**src/rtl/demux_stream_router.sv**
```systemverilog
// 1xN packet demux: latches destination on first beat, steers to one lane.
// Out-of-range packets are swallowed and counted.
module demux_stream_router #(
  parameter int DATA_W  = 8,
  parameter int NUM_OUT = 3,
  parameter int DEST_W  = 2
) (
  input  logic                      clk,
  input  logic                      rst_n,
  input  logic [DATA_W-1:0]         in_data,
  input  logic [DEST_W-1:0]         in_dest,
  input  logic                      in_last,
  input  logic                      in_valid,
  output logic                      in_ready,
  output logic [NUM_OUT*DATA_W-1:0] out_data,
  output logic [NUM_OUT-1:0]        out_last,
  output logic [NUM_OUT-1:0]        out_valid,
  input  logic [NUM_OUT-1:0]        out_ready,
  output logic                      busy,
  output logic [15:0]               drop_count
);

  typedef enum logic [1:0] {
    S_IDLE,
    S_ROUTE,
    S_DROP
  } state_t;

  localparam logic [DEST_W:0] LP_NUM =
    (DEST_W+1)'(NUM_OUT);

  state_t              r_state;
  state_t              w_state_nxt;
  logic [DEST_W-1:0]   r_pkt_dest;
  logic                r_hold_valid;
  logic [DEST_W-1:0]   r_hold_dest;
  logic [DATA_W-1:0]   r_hold_data;
  logic                r_hold_last;
  logic [15:0]         r_drop_count;

  logic                w_drain;
  logic                w_in_ready;
  logic                w_acc;
  logic                w_in_range;
  logic                w_route;
  logic                w_drop_new;
  logic [DEST_W-1:0]   w_dest;

  // hold_dest is always in range while hold_valid is set
  always_comb begin
    w_drain = 1'b0;
    for (int i = 0; i < NUM_OUT; i++) begin
      if (r_hold_dest == DEST_W'(i) && out_ready[i])
        w_drain = r_hold_valid;
    end
  end

  assign w_in_ready = rst_n &&
    (r_state == S_DROP || !r_hold_valid || w_drain);
  assign w_acc      = in_valid && w_in_ready;
  assign w_in_range = {1'b0, in_dest} < LP_NUM;

  always_comb begin
    w_state_nxt = r_state;
    w_route     = 1'b0;
    w_drop_new  = 1'b0;
    w_dest      = r_pkt_dest;
    unique case (r_state)
      S_IDLE: begin
        if (w_acc) begin
          if (w_in_range) begin
            w_route = 1'b1;
            w_dest  = in_dest;
            if (!in_last) w_state_nxt = S_ROUTE;
          end else begin
            w_drop_new = 1'b1;
            if (!in_last) w_state_nxt = S_DROP;
          end
        end
      end
      S_ROUTE: begin
        if (w_acc) begin
          w_route = 1'b1;
          if (in_last) w_state_nxt = S_IDLE;
        end
      end
      S_DROP: begin
        if (w_acc && in_last) w_state_nxt = S_IDLE;
      end
      default: w_state_nxt = S_IDLE;
    endcase
  end

  // a load takes priority over drain so the hold reg never bubbles
  always_ff @(posedge clk) begin
    if (!rst_n) begin
      r_state      <= S_IDLE;
      r_pkt_dest   <= '0;
      r_hold_valid <= 1'b0;
      r_hold_dest  <= '0;
      r_hold_data  <= '0;
      r_hold_last  <= 1'b0;
      r_drop_count <= '0;
    end else begin
      r_state <= w_state_nxt;
      if (w_route) begin
        r_pkt_dest   <= w_dest;
        r_hold_dest  <= w_dest;
        r_hold_data  <= in_data;
        r_hold_last  <= in_last;
        r_hold_valid <= 1'b1;
      end else if (w_drain) begin
        r_hold_valid <= 1'b0;
      end
      if (w_drop_new && r_drop_count != 16'hFFFF)
        r_drop_count <= r_drop_count + 16'd1;
    end
  end

  always_comb begin
    out_data  = '0;
    out_last  = '0;
    out_valid = '0;
    for (int i = 0; i < NUM_OUT; i++) begin
      if (r_hold_dest == DEST_W'(i)) begin
        out_data[i*DATA_W +: DATA_W] = r_hold_data;
        out_last[i]  = r_hold_last;
        out_valid[i] = r_hold_valid;
      end
    end
  end

  assign in_ready   = w_in_ready;
  assign busy       = (r_state != S_IDLE) || r_hold_valid;
  assign drop_count = r_drop_count;

endmodule
```
**config.mk**
```make
export PLATFORM = sky130hd
export DESIGN_NAME = demux_stream_router
export DESIGN_NICKNAME = d
export VERILOG_FILES = /design/src/rtl/demux_stream_router.sv
export SDC_FILE = /design/constraint.sdc
export NUM_CORES = 1
export LEC_CHECK = 0
export ABC_AREA = 1
export ABC_CLOCK_PERIOD_IN_PS = 1850
export BUFFER_PORTS_ARGS = -buffer_cell sky130_fd_sc_hd__buf_2
export CAP_MARGIN = 15
export CORE_UTILIZATION = 45
export DETAILED_ROUTE_END_ITERATION = 10
export PLACE_DENSITY = 0.73
export SLEW_MARGIN = 40
export SYNTH_ARGS = -nofsm -noshare
export SYNTH_HDL_FRONTEND = slang
export SYNTH_SLANG_ARGS = --single-unit
```
**constraint.sdc**
```tcl
create_clock -name clk -period 1.85 [get_ports clk]
set_input_delay 0.185 -clock clk [delete_from_list [all_inputs] [get_ports clk]]
set_output_delay 0.185 -clock clk [all_outputs]
set_load 0.1 [all_outputs]
```
After elaboration in Yosys (flattened, before gate mapping) --
Cells that the tools add are included.
Cells by class: add/subtract/negate cells 1, $lt $le $gt $ge 1, eq/ne operators 10, multiplexer cells 32, reduce and logical (&&, ||, !) cells 17
Operators with widths (count):
- $mux W8 | 3
- $mux W2 | 10
- $mux W1 | 17
- $add A16 B1 Y16 const B | 1
- $ne A16 B16 Y1 const B | 1
- $ne A2 B2 Y1 const B | 4
- $logic_and A1 B1 Y1 | 7
- $pmux W2 S3 | 1
- $reduce_and A5 Y1 | 1
- $eq A2 B1 Y1 const B | 2
- $eq A2 B2 Y1 const B | 2
- $logic_not A2 Y1 | 2
- $reduce_and A4 Y1 | 1
- $reduce_bool A2 Y1 | 2
- $logic_or A1 B1 Y1 | 3
- $lt A2 B2 Y1 const B | 1
- $ne A2 B1 Y1 const B | 1
- $pmux W1 S2 | 1
- $logic_not A1 Y1 | 1
Storage, ports and cells: flip-flop bits (word level) 30, output and inout port bits 48

Depth between registers and ports, before layout --
depth in word-level cells 11, mapped depth 10, depth with buffers taken out 10

Worst setup path before layout --
OpenSTA, ideal clock, no wires.
path kind register to register, start point register r_hold_dest[0], end point register r_hold_data[0], arrival time 3.179 ns, required time 1.737 ns, setup slack -1.442 ns, stages on the path, launching flop included 8, period minus slack after synthesis 3.292 ns, cell sequence dfxtp_1 nor2_1 a21oi_1 a31oi_1 nand3_2 buf_2 nor2_1 nor2_1
Between the ends: longest elaborated chain between the ends 10, elaborated cells between the ends (all ways) 15, classes of those cells eq/ne (2); mux (6); reduce/logical (7)
RTL lines:
- from (decl) | line 36 | logic [DEST_W-1:0] r_hold_dest;
- from (signal assigned) | line 108 | r_hold_dest <= w_dest;
- $logic_not A2 Y1 | line 53 | if (r_hold_dest == DEST_W'(i) && out_ready[i])
- $logic_and A1 B1 Y1 | line 53
- $mux W1 (2 in series) | line 53
- $mux W1 (*) | line 53
- $logic_or A1 B1 Y1 (*) | line 59 | (r_state == S_DROP || !r_hold_valid || w_drain);
- $logic_and A1 B1 Y1 (*) | line 58 | assign w_in_ready = rst_n &&
- net in_ready | line 14 | output logic in_ready,
- $logic_and A1 B1 Y1 (*) | line 60 | assign w_acc = in_valid && w_in_ready;
- $mux W1 (on tied branches) | line 82, 70
- $pmux W1 S2 (*) | line 68 | unique case (r_state)
- to (signal assigned) | line 109 | r_hold_data <= in_data;
- to (decl) | line 37 | logic [DATA_W-1:0] r_hold_data;
Mark *: on every way through the listed nets, which the timed path passes. The rest lies on a longest branch. A chain may end at the register's enable or synchronous reset.

Worst setup path after layout --
start point register r_hold_dest[0], end point output out_data[19]
Between the ends: longest elaborated chain between the ends 2
RTL lines:
- $eq A2 B2 Y1 | line 125 | if (r_hold_dest == DEST_W'(i)) begin
- $mux W8 | line 125
- to (decl) | line 15 | output logic [NUM_OUT*DATA_W-1:0] out_data,
No other way between the ends.

==> metrics.cfg <==
[yosys]
yosysSeqAreaShare = 0.326
synth_seq_cells = 30
syn_inst = 279
synthesis.area_um2 = 1840
ys_types = 27
syn_nets = 297
ys_warn_count = 0
syn_avg_cell_area_um2 = 6.61

[critical_path]
cp.arrival_ps = 1550
critPathLaunchType = register
rr_startpoint = drop_count[0]
r2r_end = drop_count[1]
r2r_slack_ps = 260
endpoint_kind = primary output
critical_path_required_ps = 1660
crit_fanout = 10
crit_type = reg2out
r2r_cells = 10

[power_and_ir_drop]
power_density_nw_per_um2 = 649
vdd.ir_drop.worst_uv = 495
p_leak_nw = 1.14

[sta]
finClkSkew_ps = 6.55
maxSlewHeadroom = 0.662
finalCriticalPeriod_ps = 1740
fmax_mhz = 575
hold_viol = 0
tightest_slew_ps = 505
post-route-worst-setup-slack_ps = 112
setup_viol = 0
drv_slew = 0
setup_tns_ps = 0
finalCritPeriodShare = 0.940

[route]
via_per_inst = 4.93
drt_iter0_markers = 92
antenna_left = 0
drc_errors = 0
wl_per_cell_um = 11.6
wl_um = 4650
drt-pass1-iter-count = 4
vias = 1970

[die]
coreArea_um2 = 3800
rows = 22
initial_core_util = 0.485
dieWidth_um = 66.0
die_y_um = 66.0
ios = 65
die-area_um2 = 4360

[hold_path]
hold_end = r_hold_data[0]
holdCritStartpoint = in_data[0]
hold_path_class = in2reg
hold_path_depth = 3

[place]
port_buffers = 64
pre_cts_slack_ps = 274
dp_hpwl_um = 3410
gp_congestion = 0.875

[cts]
cts_tree = yes
cts_sinks = 30
cts_buffers = 5
cts.clk_slew.worst_paths_ps = 60
cts_max_path_buffers = 2
clk_latency_ps = 290
root_buffer = clkbuf_8
hold_buffers = 0
cts_setup_buffers = 0
cts_resized = 0
htree_levels = 2

[global_route]
antenna_found_initial = 0
grt_util_all_layers = 0.222
grt_first_pass_wirelength_um = 7180
grt_max_degree = 20
gr-total-overflow = 0
grt_pass1_vias = 1564

[cells_and_area]
synthToLayoutAreaGrowth_pct = 37.0
finish.utilization = 0.665
drive_gt1_frac = 0.401
num-nets-final = 369
antenna_cells = 0

[run]
drv_cap = 0

[outcome]
status = completed

==> synth_stat cells (all sizes together) <==
cell type	instances	area [µm²]
nor3b	1	18.8
ha	1	12.5
xnor2	4	35.0
xor2	9	78.8
nor3	4	31.3
a21oi	15	109
inv	27	101
nor2	83	312
dfxtp	30	601
buf	4	32.5
clkinv	2	7.51
a31oi	2	12.5
nand4	3	18.8
nand2	51	199
clkbuf	4	20.0
o21ai	16	83.8
nand3	23	170
==> power breakdown <==
group	internal [mW]	leakage (nW)	switching (mW)
clock	0.267	0.0395	0.240
combinational	0.0950	0.852	0.363
sequential	0.663	0.253	0.0117
total	1.02	1.14	0.614
==> flip-flops by register name, indices dropped and copies added (netlist names) <==
name and cells:
drop_count 16, r_hold_data 8, r_hold_dest 2, r_hold_last 1, r_hold_valid 1, r_state 2
==> critical path, cell delays in order (launching register included) <==
cell	delay [ps]
dfxtp_1	340
inv_1	80
nand2_1	290
nor2_2	200
clkbuf_4	350
==> cell usage in the layout, fill, tap and decap left out, types with 9 or more instances in the layout <==
| cell | count |
|---|---|
| buf_4 | 9 |
| nand2_1 | 48 |
| buf_2 | 33 |
| inv_1 | 26 |
| dfxtp_1 | 14 |
| a21oi_2 | 9 |
| nand3_2 | 10 |
| xor2_1 | 9 |
| nand3_1 | 12 |
| clkbuf_4 | 30 |
| nor2_2 | 16 |
| dfxtp_2 | 11 |
| nor2_1 | 67 |
==> per-stage QoR <==
stage | hold slack (ps) | cell area, µm² | instances | power [mW]
after floorplan | 320 | 1970 | 279 | 1.05
after global placement | 405 | 2370 | 392 | 1.13
after detailed placement | 412 | 2370 | 392 | 1.13
after CTS | 112 | 2450 | 400 | 1.64
after global routing | 119 | 2520 | 400 | 1.72
final | 119 | 2520 | 400 | 1.64
==> final cells by class <==
| class | instances | area [µm²] |
|---|---|---|
| Inverter | 29 | 109 |
| Timing Repair Buffer | 73 | 478 |
| Tap cell | 48 | 60.1 |
| Clock buffer | 8 | 80.1 |
| Multi-Input combinational cell | 212 | 1160 |
| Sequential cell | 30 | 633 |
| Fill cell | 337 | 1270 |
==> cells by family (layout without fill, tap and decap cells) <==
| family | Yosys count | count (layout) | share of synthesized area |
|---|---|---|---|
| AOI/OAI and AO/OA | 33 | 33 | 0.111 |
| xor gates and xnor gates | 13 | 13 | 0.0618 |
| adders and majority gates | 1 | 1 | 0.00679 |
| buffers and inverters | 37 | 110 | 0.0876 |
| DFF | 30 | 30 | 0.326 |
| and+or+nand+nor | 165 | 165 | 0.407 |
==> worst max-delay path by stage <==
stage | start | end | slack (ps) | depth (start not counted)
after global routing | r_hold_dest[0] | out_data[19] | -7 | 4
after floorplan | r_hold_dest[0] | out_data[0] | -290 | 3
final | r_hold_dest[0] | out_data[19] | 110 | 4
after global placement | drop_count[0] | drop_count[15] | 310 | 8
after detailed placement | drop_count[0] | drop_count[0] | 270 | 10
after CTS | r_hold_dest[0] | out_data[3] | 8 | 4
==> per-layer routing <==
metal | vias up | global-route usage | part of all wire
li1 | 1021 | - | -
met1 | 899 | 0.302 | 0.47
met3 | 8 | 0.0500 | 0.043
met4 | 0 | 0.125 | 0.022
met2 | 42 | 0.320 | 0.46
met5 | - | 0 | 0
(Power assumes the default switching activity.)
